<file path="src/rtl/alarm_sequencer.sv">
// alarm_sequencer: fixed-priority alarm arbiter that gates the tone generator into per-source beep bursts.
// Define ALARM_SNOOZE_EN to add the snooze input, SNOOZE_TICKS parameter and SNOOZE state.
module alarm_sequencer #(
    parameter int NUM_SRC   = 4,
    parameter int TICK_DIV  = 1000,
    parameter int ON_TICKS  = 50,
    parameter int OFF_TICKS = 50,
    parameter int GAP_TICKS = 200
`ifdef ALARM_SNOOZE_EN
    ,
    parameter int SNOOZE_TICKS = 3000
`endif
) (
    input  logic               clk,
    input  logic               rst,
    input  logic [NUM_SRC-1:0] req,
    input  logic [NUM_SRC-1:0] ack,
`ifdef ALARM_SNOOZE_EN
    input  logic               snooze,
`endif
    output logic               tone_en,
    output logic [NUM_SRC-1:0] grant,
    output logic               busy
);

`ifdef ALARM_SNOOZE_EN
    localparam int SNZ_TICKS = SNOOZE_TICKS;
`else
    localparam int SNZ_TICKS = 1;
`endif
    localparam int MAX_A     = (ON_TICKS > OFF_TICKS) ? ON_TICKS : OFF_TICKS;
    localparam int MAX_B     = (GAP_TICKS > SNZ_TICKS) ? GAP_TICKS : SNZ_TICKS;
    localparam int MAX_TICKS = (MAX_A > MAX_B) ? MAX_A : MAX_B;
    localparam int TW        = $clog2(MAX_TICKS + 1);
    localparam int PW        = $clog2(TICK_DIV + 1);
    localparam int BW        = $clog2(NUM_SRC + 1);
    localparam int IW        = (NUM_SRC > 1) ? $clog2(NUM_SRC) : 1;

    localparam logic [PW-1:0] PRESC_LAST = PW'(TICK_DIV - 1);
    localparam logic [TW-1:0] ON_LAST    = TW'(ON_TICKS - 1);
    localparam logic [TW-1:0] OFF_LAST   = TW'(OFF_TICKS - 1);
    localparam logic [TW-1:0] GAP_LAST   = TW'(GAP_TICKS - 1);
    localparam logic [TW-1:0] SNZ_LAST   = TW'(SNZ_TICKS - 1);

`ifdef ALARM_SNOOZE_EN
    typedef enum logic [2:0] {ST_IDLE, ST_ON, ST_OFF, ST_GAP, ST_SNOOZE} state_t;
`else
    typedef enum logic [2:0] {ST_IDLE, ST_ON, ST_OFF, ST_GAP} state_t;
`endif

    state_t             state_reg;
    logic               tone_en_reg;
    logic               busy_reg;
    logic [NUM_SRC-1:0] grant_reg;
    logic [IW-1:0]      grant_idx_reg;
    logic [BW-1:0]      beep_cnt_reg;
    logic [PW-1:0]      presc_reg;
    logic [TW-1:0]      tick_cnt_reg;

    logic [NUM_SRC-1:0] silenced;
    logic [NUM_SRC-1:0] eligible;
    logic [NUM_SRC-1:0] winner_onehot;
    logic [IW-1:0]      winner_idx;
    logic               winner_found;
    logic               granted_ok;
    logic               others_ok;
    logic               more_beeps;
    logic               tick;
    logic [TW-1:0]      phase_last;
    logic               phase_done;

    // An ack in the same cycle already counts as silencing, so it blocks a grant on that edge.
    for (genvar gi = 0; gi < NUM_SRC; gi++) begin : g_src
        logic sil_reg;
        always_ff @(posedge clk) begin
            if (rst || !req[gi]) begin
                sil_reg <= 1'b0;
            end else if (ack[gi]) begin
                sil_reg <= 1'b1;
            end
        end
        assign silenced[gi] = sil_reg;
        assign eligible[gi] = req[gi] & ~sil_reg & ~ack[gi];
    end

    always_comb begin
        winner_found = 1'b0;
        winner_idx   = '0;
        for (int i = NUM_SRC - 1; i >= 0; i--) begin
            if (eligible[i]) begin
                winner_found = 1'b1;
                winner_idx   = IW'(i);
            end
        end
    end

    assign winner_onehot = NUM_SRC'(1) << winner_idx;
    assign granted_ok    = eligible[grant_idx_reg];
    assign others_ok     = |(eligible & ~grant_reg);
    assign more_beeps    = int'(beep_cnt_reg) <= int'(grant_idx_reg);
    assign tick          = (presc_reg == PRESC_LAST);

    always_comb begin
        phase_last = ON_LAST;
        case (state_reg)
            ST_OFF:    phase_last = OFF_LAST;
            ST_GAP:    phase_last = GAP_LAST;
`ifdef ALARM_SNOOZE_EN
            ST_SNOOZE: phase_last = SNZ_LAST;
`endif
            default:   phase_last = ON_LAST;
        endcase
    end

    assign phase_done = tick && (tick_cnt_reg == phase_last);

    // Every branch that changes state also clears the prescaler and tick counter.
    always_ff @(posedge clk) begin
        if (rst) begin
            state_reg     <= ST_IDLE;
            tone_en_reg   <= 1'b0;
            busy_reg      <= 1'b0;
            grant_reg     <= '0;
            grant_idx_reg <= '0;
            beep_cnt_reg  <= '0;
            presc_reg     <= '0;
            tick_cnt_reg  <= '0;
        end else begin
            if (tick) begin
                presc_reg    <= '0;
                tick_cnt_reg <= tick_cnt_reg + TW'(1);
            end else begin
                presc_reg <= presc_reg + PW'(1);
            end
`ifdef ALARM_SNOOZE_EN
            if (snooze && state_reg != ST_IDLE) begin
                state_reg    <= ST_SNOOZE;
                tone_en_reg  <= 1'b0;
                busy_reg     <= 1'b1;
                grant_reg    <= '0;
                presc_reg    <= '0;
                tick_cnt_reg <= '0;
            end else
`endif
            begin
                unique case (state_reg)
                    ST_IDLE: begin
                        presc_reg    <= '0;
                        tick_cnt_reg <= '0;
                        if (winner_found) begin
                            state_reg     <= ST_ON;
                            tone_en_reg   <= 1'b1;
                            busy_reg      <= 1'b1;
                            grant_reg     <= winner_onehot;
                            grant_idx_reg <= winner_idx;
                            beep_cnt_reg  <= '0;
                        end
                    end
                    ST_ON, ST_OFF: begin
                        if (!granted_ok) begin
                            // Abort the burst: skip to GAP only if someone else is waiting.
                            tone_en_reg  <= 1'b0;
                            presc_reg    <= '0;
                            tick_cnt_reg <= '0;
                            if (others_ok) begin
                                state_reg <= ST_GAP;
                            end else begin
                                state_reg <= ST_IDLE;
                                busy_reg  <= 1'b0;
                                grant_reg <= '0;
                            end
                        end else if (phase_done) begin
                            presc_reg    <= '0;
                            tick_cnt_reg <= '0;
                            if (state_reg == ST_ON) begin
                                state_reg    <= ST_OFF;
                                tone_en_reg  <= 1'b0;
                                beep_cnt_reg <= beep_cnt_reg + BW'(1);
                            end else if (more_beeps) begin
                                state_reg   <= ST_ON;
                                tone_en_reg <= 1'b1;
                            end else begin
                                state_reg <= ST_GAP;
                            end
                        end
                    end
`ifdef ALARM_SNOOZE_EN
                    ST_GAP, ST_SNOOZE: begin
`else
                    ST_GAP: begin
`endif
                        if (phase_done) begin
                            presc_reg     <= '0;
                            tick_cnt_reg  <= '0;
                            beep_cnt_reg  <= '0;
                            grant_idx_reg <= winner_idx;
                            if (winner_found) begin
                                state_reg   <= ST_ON;
                                tone_en_reg <= 1'b1;
                                busy_reg    <= 1'b1;
                                grant_reg   <= winner_onehot;
                            end else begin
                                state_reg   <= ST_IDLE;
                                tone_en_reg <= 1'b0;
                                busy_reg    <= 1'b0;
                                grant_reg   <= '0;
                            end
                        end
                    end
                    default: begin
                        state_reg   <= ST_IDLE;
                        tone_en_reg <= 1'b0;
                        busy_reg    <= 1'b0;
                        grant_reg   <= '0;
                    end
                endcase
            end
        end
    end

    assign tone_en = tone_en_reg;
    assign grant   = grant_reg;
    assign busy    = busy_reg;

endmodule
</file>
<file path="config.mk">
export PLATFORM = sky130hd
export DESIGN_NAME = alarm_sequencer
export DESIGN_NICKNAME = d
export VERILOG_FILES = /design/src/rtl/alarm_sequencer.sv
export SDC_FILE = /design/constraint.sdc
export NUM_CORES = 1
export LEC_CHECK = 0
export BUFFER_PORTS_ARGS = -buffer_cell sky130_fd_sc_hd__buf_2
export CORE_UTILIZATION = 40
export CTS_BUF_LIST = sky130_fd_sc_hd__clkbuf_4 sky130_fd_sc_hd__clkbuf_8
export CTS_CLUSTER_SIZE = 30
export DETAILED_ROUTE_END_ITERATION = 16
export SLEW_MARGIN = 30
export SYNTH_ARGS = -nofsm -noshare
export SYNTH_HDL_FRONTEND = slang
export SYNTH_SLANG_ARGS = --single-unit
</file>
<file path="constraint.sdc">
create_clock -name clk -period 3 [get_ports clk]
set_input_delay 0 -clock clk [delete_from_list [all_inputs] [get_ports clk]]
set_output_delay 0 -clock clk [all_outputs]
set_load 0.03 [all_outputs]
</file>
# ---- Word-level counts from Yosys, hierarchy flattened
# Cells that the tools add are included.
dict set report op_classes {
  muxes 54
  order_cmp 2
  bitwise 18
  div 0
  add_sub_neg 3
  shift 1
  multipliers 0
  eq_ne 14
  n_reduce_logical 19
}
# operator n
set op_table {}
lappend op_table {{$mux W8} 4}
lappend op_table {{$mux W10} 3}
lappend op_table {{$pmux W10 S3} 1}
lappend op_table {{$mux W3} 9}
lappend op_table {{$pmux W8 S3} 1}
lappend op_table {{$mux W4} 5}
lappend op_table {{$mux W2} 9}
lappend op_table {{$pmux W3 S3} 2}
lappend op_table {{$mux W1} 15}
lappend op_table {{$ne A2 B2 Y1 const B} 7}
lappend op_table {{$pmux W4 S3} 1}
lappend op_table {{$add A10 B1 Y10 const B} 1}
lappend op_table {{$eq A10 B10 Y1 const B} 1}
lappend op_table {{$add A8 B1 Y8 const B} 1}
lappend op_table {{$and A1 B1 Y1} 8}
lappend op_table {{$eq A8 B8 Y1} 1}
lappend op_table {{$not A1 Y1} 8}
lappend op_table {{$reduce_and A4 Y1} 2}
lappend op_table {{$eq A3 B2 Y1 const B} 2}
lappend op_table {{$pmux W1 S3} 2}
lappend op_table {{$reduce_and A3 Y1} 2}
lappend op_table {{$reduce_and A6 Y1} 1}
lappend op_table {{$and A4 B4 Y4} 1}
lappend op_table {{$logic_not A1 Y1} 4}
lappend op_table {{other kinds (17)} 20}
dict set report totals {
  inputBits 10
  n_memories 0
  latchBits 0
  word_cells 123
  mem_bits_rw 0
  output_inout_bits 6
  mem_bits_ro 0
  reg_bits 36
}

# ---- Logic depth before layout (Yosys ltp)
# Gate-level depths: netlist (run 1).
dict set report depth {
  depth_word 11
  depth_mapped 8
  depth_no_buf 7
}

# ---- Worst setup path before layout (run 1)
# No wires, ideal clock.
dict set report synth_path {
  path_kind {register to register}
  from {register state_reg[0]}
  to {register busy_reg (netlist: busy)}
  arrival_time_ns 2.253
  t_required_ns 2.881
  synth_period_minus_slack_ns 2.372
  path_slack_ns 0.628
  setup_ns 0.119
  path_buffers 1
  stages_incl_launch_ff 8
  cell_sequence {dfxtp_1 > ha_1 > or3_1 > a211o_1 > o31a_1 > or3_1 > buf_2 > mux2i_1}
}
dict set report synth_between {
  elab_chain_len 6
  elab_cells_between_ends 14
  classes_between {eq/ne: 8; mux: 2; reduce/logical: 4}
}
# element line_no
set synth_lines {}
lappend synth_lines {{start: declaration} 51} ;# state_t state_reg;
lappend synth_lines {{start signal: assignment} 120} ;# state_reg <= ST_IDLE;
lappend synth_lines {{start signal: assignment} 151} ;# state_reg <= ST_ON;
lappend synth_lines {{start signal: assignment} 166} ;# state_reg <= ST_GAP;
lappend synth_lines {{$eq A3 B2 Y1} {105, 146}}
lappend synth_lines {{$mux W8} 105} ;# case (state_reg)
lappend synth_lines {{$eq A8 B8 Y1} 115} ;# assign phase_done = tick && (tick_cnt_reg == phase_last);
lappend synth_lines {{$logic_and A1 B1 Y1} 115}
lappend synth_lines {{$ne A2 B2 Y1 (no source line)} n/a}
lappend synth_lines {{$reduce_and A4 Y1 (no source line)} n/a}
lappend synth_lines {{end signal: assignment} 122} ;# busy_reg <= 1'b0;
lappend synth_lines {{end signal: assignment} 153} ;# busy_reg <= 1'b1;
lappend synth_lines {{end signal: assignment} 169} ;# busy_reg <= 1'b0;
lappend synth_lines {{end: declaration} 53} ;# logic busy_reg;
# Several ways; a longest one is shown, not always the timed one.
# A chain may end at the register's enable or synchronous reset.

# ---- Final worst setup path (run 1)
dict set report layout_path {
  from {register state_reg[1]}
  to {register grant_reg[0] (netlist: grant[0])}
}
dict set report layout_between {
  elab_chain_len 6
  elab_cells_between_ends 14
  classes_between {eq/ne: 8; mux: 2; reduce/logical: 4}
}
# element line_no
set layout_lines {}
lappend layout_lines {{$eq A3 B2 Y1} {105, 146}}
lappend layout_lines {{$mux W8} 105}
lappend layout_lines {{$eq A8 B8 Y1} 115}
lappend layout_lines {{$logic_and A1 B1 Y1} 115}
lappend layout_lines {{$ne A2 B2 Y1 (no source line)} n/a}
lappend layout_lines {{$reduce_and A4 Y1 (no source line)} n/a}
lappend layout_lines {{end signal: assignment} 154} ;# grant_reg <= winner_onehot;
lappend layout_lines {{end signal: assignment} 201} ;# grant_reg <= winner_onehot;
lappend layout_lines {{end: declaration} 54} ;# logic [NUM_SRC-1:0] grant_reg;
# Several ways; a longest one is shown, not always the timed one.

==> results of run 1 <==
-- worst max-delay path, cell delays in order, from the launching register on --
cell     delay [ns]
dfxtp_1        0.36
ha_1           0.29
or3_1          0.41
a211o_1        0.35
o31a_1         0.37
or3_1          0.49
mux2i_1        0.16
-- layout make-up --
cell class                 count  area (um2)
tap                           67        83.8
fill                         438        2410
inverter                      13        48.8
sequential                    35         701
clock inverter                 2        35.0
multi-input combinational    165        1200
clock buffer                   6        82.6
timing repair buffer          24         163
-- power by group --
part / internal (W) / switching, W / total [W]
logic: 0.000238 / 0.000382 / 0.000620
registers: 0.000509 / 0.0000413 / 0.000550
clock network: 0.000269 / 0.000171 / 0.000439
-- metal layers --
metal	global-route usage	routed length (um)	vias up
met5	0	0	-
met4	0.0523	35	0
met3	0.0375	154	5
met2	0.279	1910	30
met1	0.232	2180	786
li1	-	-	874
-- logic make-up (layout without fill, tap and decap cells) --
kind of cell	after synthesis	after routing	share of synthesized area
simple gates	89	89	0.258
mux	7	7	0.0418
compound gates	44	44	0.179
xor+xnor	15	15	0.0665
flops	35	35	0.355
buf+inv	19	45	0.0367
fa+ha+maj	10	10	0.0633
-- cell usage after synthesis, types with 2 or more instances --
cell / count / area share
or3b_2: 2 / 0.0089
a221o_1: 2 / 0.010
o21bai_1: 2 / 0.0076
o221a_2: 2 / 0.011
nand2b_1: 2 / 0.0063
clkbuf_1: 5 / 0.0095
a21oi_1: 7 / 0.018
o211a_1: 5 / 0.025
ha_1: 10 / 0.063
nand4_1: 7 / 0.022
mux2i_1: 6 / 0.030
nand3_1: 8 / 0.020
o31ai_1: 2 / 0.0076
or4_1: 3 / 0.011
o311ai_0: 3 / 0.013
inv_1: 13 / 0.025
and3_1: 6 / 0.019
o221ai_1: 2 / 0.0089
xnor2_1: 6 / 0.027
nor3b_1: 4 / 0.015
nor3_1: 2 / 0.0051
nand2_1: 14 / 0.027
or3_1: 3 / 0.0095
o41ai_1: 2 / 0.0089
xor2_1: 9 / 0.040
o21ai_1: 2 / 0.0051
nor2_1: 23 / 0.044
a211oi_1: 2 / 0.0076
dfxtp_1: 35 / 0.35
nand3b_1: 2 / 0.0076
nor4b_1: 4 / 0.018
nand4b_1: 2 / 0.0089
-- final timing paths --
check	cells after the start	slack (ns)	startpoint	endpoint
max	6	0.46	state_reg[1]	grant[0]
min	2	0.02	rst	beep_cnt_reg[0]
max reg2reg	6	0.46	state_reg[1]	grant[0]
min reg2reg	2	0.46	tone_en	tone_en
-- through the flow --
stage	total power, W	instance area (um2)	instances	setup slack [ns]	hold slack (ns)
global route	0.00172	2320	312	0.293	0.0228
finish	0.00161	2320	312	0.460	0.0193
floorplan	0.00103	1980	219	0.628	0.138
global placement	0.00117	2120	296	0.523	0.253
CTS	0.00161	2320	312	0.467	0.0165
detailed placement	0.00116	2120	296	0.494	0.262
==> flow_summary.toml, run 1 <==
[detailed_routing]
ant_nets = 0
vias = 1695
detail_route.wl_per_cell_um = 13.7
wl_mm = 4.28
via_per_inst = 5.43
dr.pass1.iters = 5
drc = 0
drtIter0Drc = 156

[yosys]
synthesis.area_mm2 = 0.00198
synth_cell_type_count = 54
ys_warn_count = 0
netlist_instances = 219
synth_edf_count = 0
synth-main-ff-cell = "dfxtp_1"
async_flop_share = 0
ys_ff_latch = 35
ys_seq_area_frac = 0.355
postSynthAreaPerCell_um2 = 9.02
syn-num-nets = 239

[clocking]
numClockSinks = 35
path_clk_slew_ns = 0.07
post-cts-setup-buffers = 0
cts_buffers = 5
cts_max_level = 2
cts_root_buf = "clkbuf_8"
clock_latency_ns = 0.29
cts-resized-gates = 0
cts_buffer_depth = 2
cts_tree = "done"
postCtsHoldBufs = 8

[timing]
setup_viol = 0
finalSetupTns_ns = 0
post-route-period-util = 0.847
hold_viol_final = 0
fmax_mhz = 394
slew_headroom = 0.494
drv_slew = 0
period_minus_slack_ns = 2.54
rsz0062_at_grt = "false"
worst_pin_slew_ns = 0.752
clock_skew_ns = 0.00516

[die]
die-area_mm2 = 0.00522
die_y_um = 72.3
fp.coreArea_mm2 = 0.00472
ios = 16
die_width_um = 72.3
initial_core_util = 0.418
rows = 25

[global_route]
grt.overflow.total = 0
grt_pass1_vias = 1582
grt_pass1_wl_mm = 7.13
grt_max_degree = 16
grt_antenna_before_repair = 0
grt_use_total = 0.173

[cells_and_area]
drive_above_1_share = 0.131
largest_reg_flops = 10
syn_to_final_growth_pct = 17.2
final_nets = 264
utilization = 0.490
final_cell_mix = "35 x dfxtp_1, 23 x nor2_1, 15 x buf_2"
diodes = 0
final_common_cell = "dfxtp_1"

[worst_setup_path]
crit_fanout = 8
cp.required_ns = 3.17
end_kind = "flop"
arrival_ns = 2.71
crit_type = "reg -> reg"
crit_path_start_kind = "flop"

[power]
leakage_nw = 0.889
p_per_area_mw_per_mm2 = 695
ir_drop_mv = 0.291

[run]
cap_violations = 0

[outcome]
status = "finished clean"

[placement]
gp_congestion = 0.787
hpwl_mm = 3.08
placement.io_buffers = 15

[min_path]
hold_path.class = "in -> reg"
Note: power is estimated with default switching activity, not from simulation.
==> run 2: changes to the inputs <==
- ABC_AREA: unset -> 1
- clock period: 3 -> 2.5 ns (I/O delays scaled with it)
==> flow_summary.toml, run 2 <==
[power]
comb_power_share = 0.497
clkPwrFrac = 0.186
leakage_nw = 1.06
switchingPower_w = 0.00101
seq_power_share = 0.317
p_per_area_mw_per_mm2 = 961
ir_drop_mv = 0.476
p_int_w = 0.00122
swShare = 0.454

[die]
initial_core_util = 0.419
die_width_um = 72.5
rows = 25
ios = 16
die_y_um = 72.5
die-area_mm2 = 0.00526
fp.coreArea_mm2 = 0.00475

[clocking]
numClockSinks = 35
cts_tree = "done"
cts_root_buf = "clkbuf_8"
path_clk_slew_ns = 0.07
clock_latency_ns = 0.29
cts_max_level = 2
cts_buffer_depth = 2
cts_buffers = 5

[yosys]
synth.area.top_cells = "dfxtp_1 35%, nand2_1 13%, nor2_1 12%"
ys_warn_count = 0
syn-num-nets = 319
netlist_instances = 299
postSynthAreaPerCell_um2 = 6.66
ys_seq_area_frac = 0.352
async_flop_share = 0
synth_cell_type_count = 27
synth_top_cell_by_area = "dfxtp_1"
synth_top_area_frac = 0.352
yosysMostFrequentCell = "nand2_1"
synth_edf_count = 0
ys_top_cells_by_count = "71 x nand2_1, 62 x nor2_1, 35 x dfxtp_1, 35 x inv_1, 19 x nand3_1"
synth-main-ff-cell = "dfxtp_1"
ys_ff_latch = 35
synthesis.area_mm2 = 0.00199

[timing]
drv_slew = 0
slew_headroom = 0.726
rsz0062_at_grt = "false"
post-route-period-util = 0.798
clock_skew_ns = 0.00724
period_minus_slack_ns = 1.99
worst_pin_slew_ns = 0.407
setup_viol = 0
finalSetupTns_ns = 0
hold_viol_final = 0
fmax_mhz = 502

[outcome]
status = "finished clean"

[detailed_routing]
detail_route.wl_per_cell_um = 10.6
wl_mm = 4.19
dr.pass1.iters = 4
wl_met3_um = 110
drc = 0
dr.max_layer_used = "met4"
wl_met2_mm = 1.88
wl_met1_mm = 2.12
ant_nets = 0
drtIter0Drc = 102
via_per_inst = 4.71
vias = 1864

[worst_setup_path]
crit_type = "reg -> reg"
crit_end = "grant[0]"
end_kind = "flop"
crit_start = "state_reg[1]"
rr_worst_depth = 10
crit_path_start_kind = "flop"
arrival_ns = 2.18
crit_fanout = 6
cp.required_ns = 2.69
r2r_end = "grant[0]"
reg2reg_slack_ns = 0.51
rr_startpoint = "state_reg[1]"

[min_path]
hold_path.class = "in -> reg"

[cells_and_area]
final_cell_mix = "71 x nand2_1, 62 x nor2_1, 35 x inv_1, 35 x dfxtp_1, 19 x nand3_1"
design_area_mm2 = 0.00232
largest_reg_flops = 10
seq_area_um2 = 701
n_fill_cell = 513
multi_input_area_mm2 = 0.00114
drive_above_1_share = 0.128
diodes = 0
syn_to_final_growth_pct = 16.4
final_common_cell = "nand2_1"
final_nets = 348

[global_route]
grt_antenna_before_repair = 0
grt.overflow.total = 0
grt_use_total = 0.186
grt_pass1_wl_mm = 7.71
grt_max_degree = 13
grt_pass1_vias = 1814

[run]
cap_violations = 0

[placement]
placement.io_buffers = 15
hpwl_mm = 3.14
gp_congestion = 0.774
placed_cell_area_mm2 = 0.00214
[run 2: changes by cell type in the layout (fill, tap and decap cells not counted), sizes merged, moves of 11 or more]
cell / previous run / this run
inv: 13 / 36
nand2: 14 / 75
nand3: 8 / 22
nor2: 23 / 68
o21ai: 2 / 13
[run 2: how the worst min path moves through the flow]
stage | to | startpoint | slack (ns) | cells past startpoint
2_1_floorplan | busy | rst | 0.07 | 1
3_3_place_gp | g_src[0].sil_reg | ack[0] | 0.24 | 3
3_5_place_dp | g_src[0].sil_reg | ack[0] | 0.25 | 3
4_1_cts | grant[1] | req[1] | 0.20 | 5
5_1_grt | grant[1] | req[1] | 0.26 | 5
6_report | grant[1] | req[1] | 0.21 | 5
[run 2: cells by family (layout without fill, tap and decap cells)]
group	after synthesis	in the layout	share of synthesized area
flip-flops	35	35	0.352
multiplexers	1	1	0.00503
adder cells (fa/ha/maj)	10	10	0.0629
AND/OR/NAND/NOR	177	177	0.383
XOR/XNOR	10	10	0.0440
buffers and inverters	38	68	0.0735
AO/OA/AOI/OAI	28	28	0.0792
[run 2: worst max-delay path, cell delays in order, from the launching register on]
cell and delay (ns):
dfxtp_1 0.39, ha_1 0.34, inv_2 0.11, nor2_2 0.09, nand3_1 0.06, nand2_1 0.12, nand3_2 0.16, a21oi_2 0.31
nand2_2 0.14, a21oi_2 0.13, nor2_1 0.05
[run 2: timing repair]
action,4_1_cts,5_1_grt
setup buffers,0,0
endpoints found under the setup margin,0,0
resized for setup,0,0
hold endpoints to repair,9,0
hold buffers,9,0
[run 2: area by class of cell]
| class | instances | area share |
|---|---|---|
| flip-flops and latches | 35 | 0.302 |
| repair buffers | 24 | 0.0713 |
| multi-input cells | 226 | 0.494 |
| inverters | 36 | 0.0583 |
| clock buffers | 7 | 0.0362 |
| clock inverters | 1 | 0.00216 |
| well taps | 67 | 0.0362 |
[run 2: metal layers]
metal / GRT usage / vias to the layer above
met1: 0.229 / 838
met2: 0.314 / 22
li1: - / 996
met4: 0.0566 / 0
met5: 0 / -
met3: 0.0514 / 8
[run 2: power groups by stage]
stage                     Sequential (W)  Combinational (W)  Clock [W]
after floorplan                 0.000761           0.000799          0
after global placement          0.000718            0.00109          0
after detailed placement        0.000718            0.00109          0
after CTS                       0.000706            0.00111   0.000429
after global routing            0.000718            0.00127   0.000451
final                           0.000705            0.00111   0.000415
[run 2: per-stage QoR]
step,utilization,cells,setup slack (ns),hold slack (ns),power (W)
floorplan,-,299,0.779,0.0691,0.00156
global placement,0.450,379,0.624,0.245,0.00180
detailed placement,0.450,379,0.525,0.250,0.00181
CTS,0.487,396,0.510,0.203,0.00224
global route,0.487,396,0.291,0.264,0.00244
finish,0.487,396,0.506,0.206,0.00223
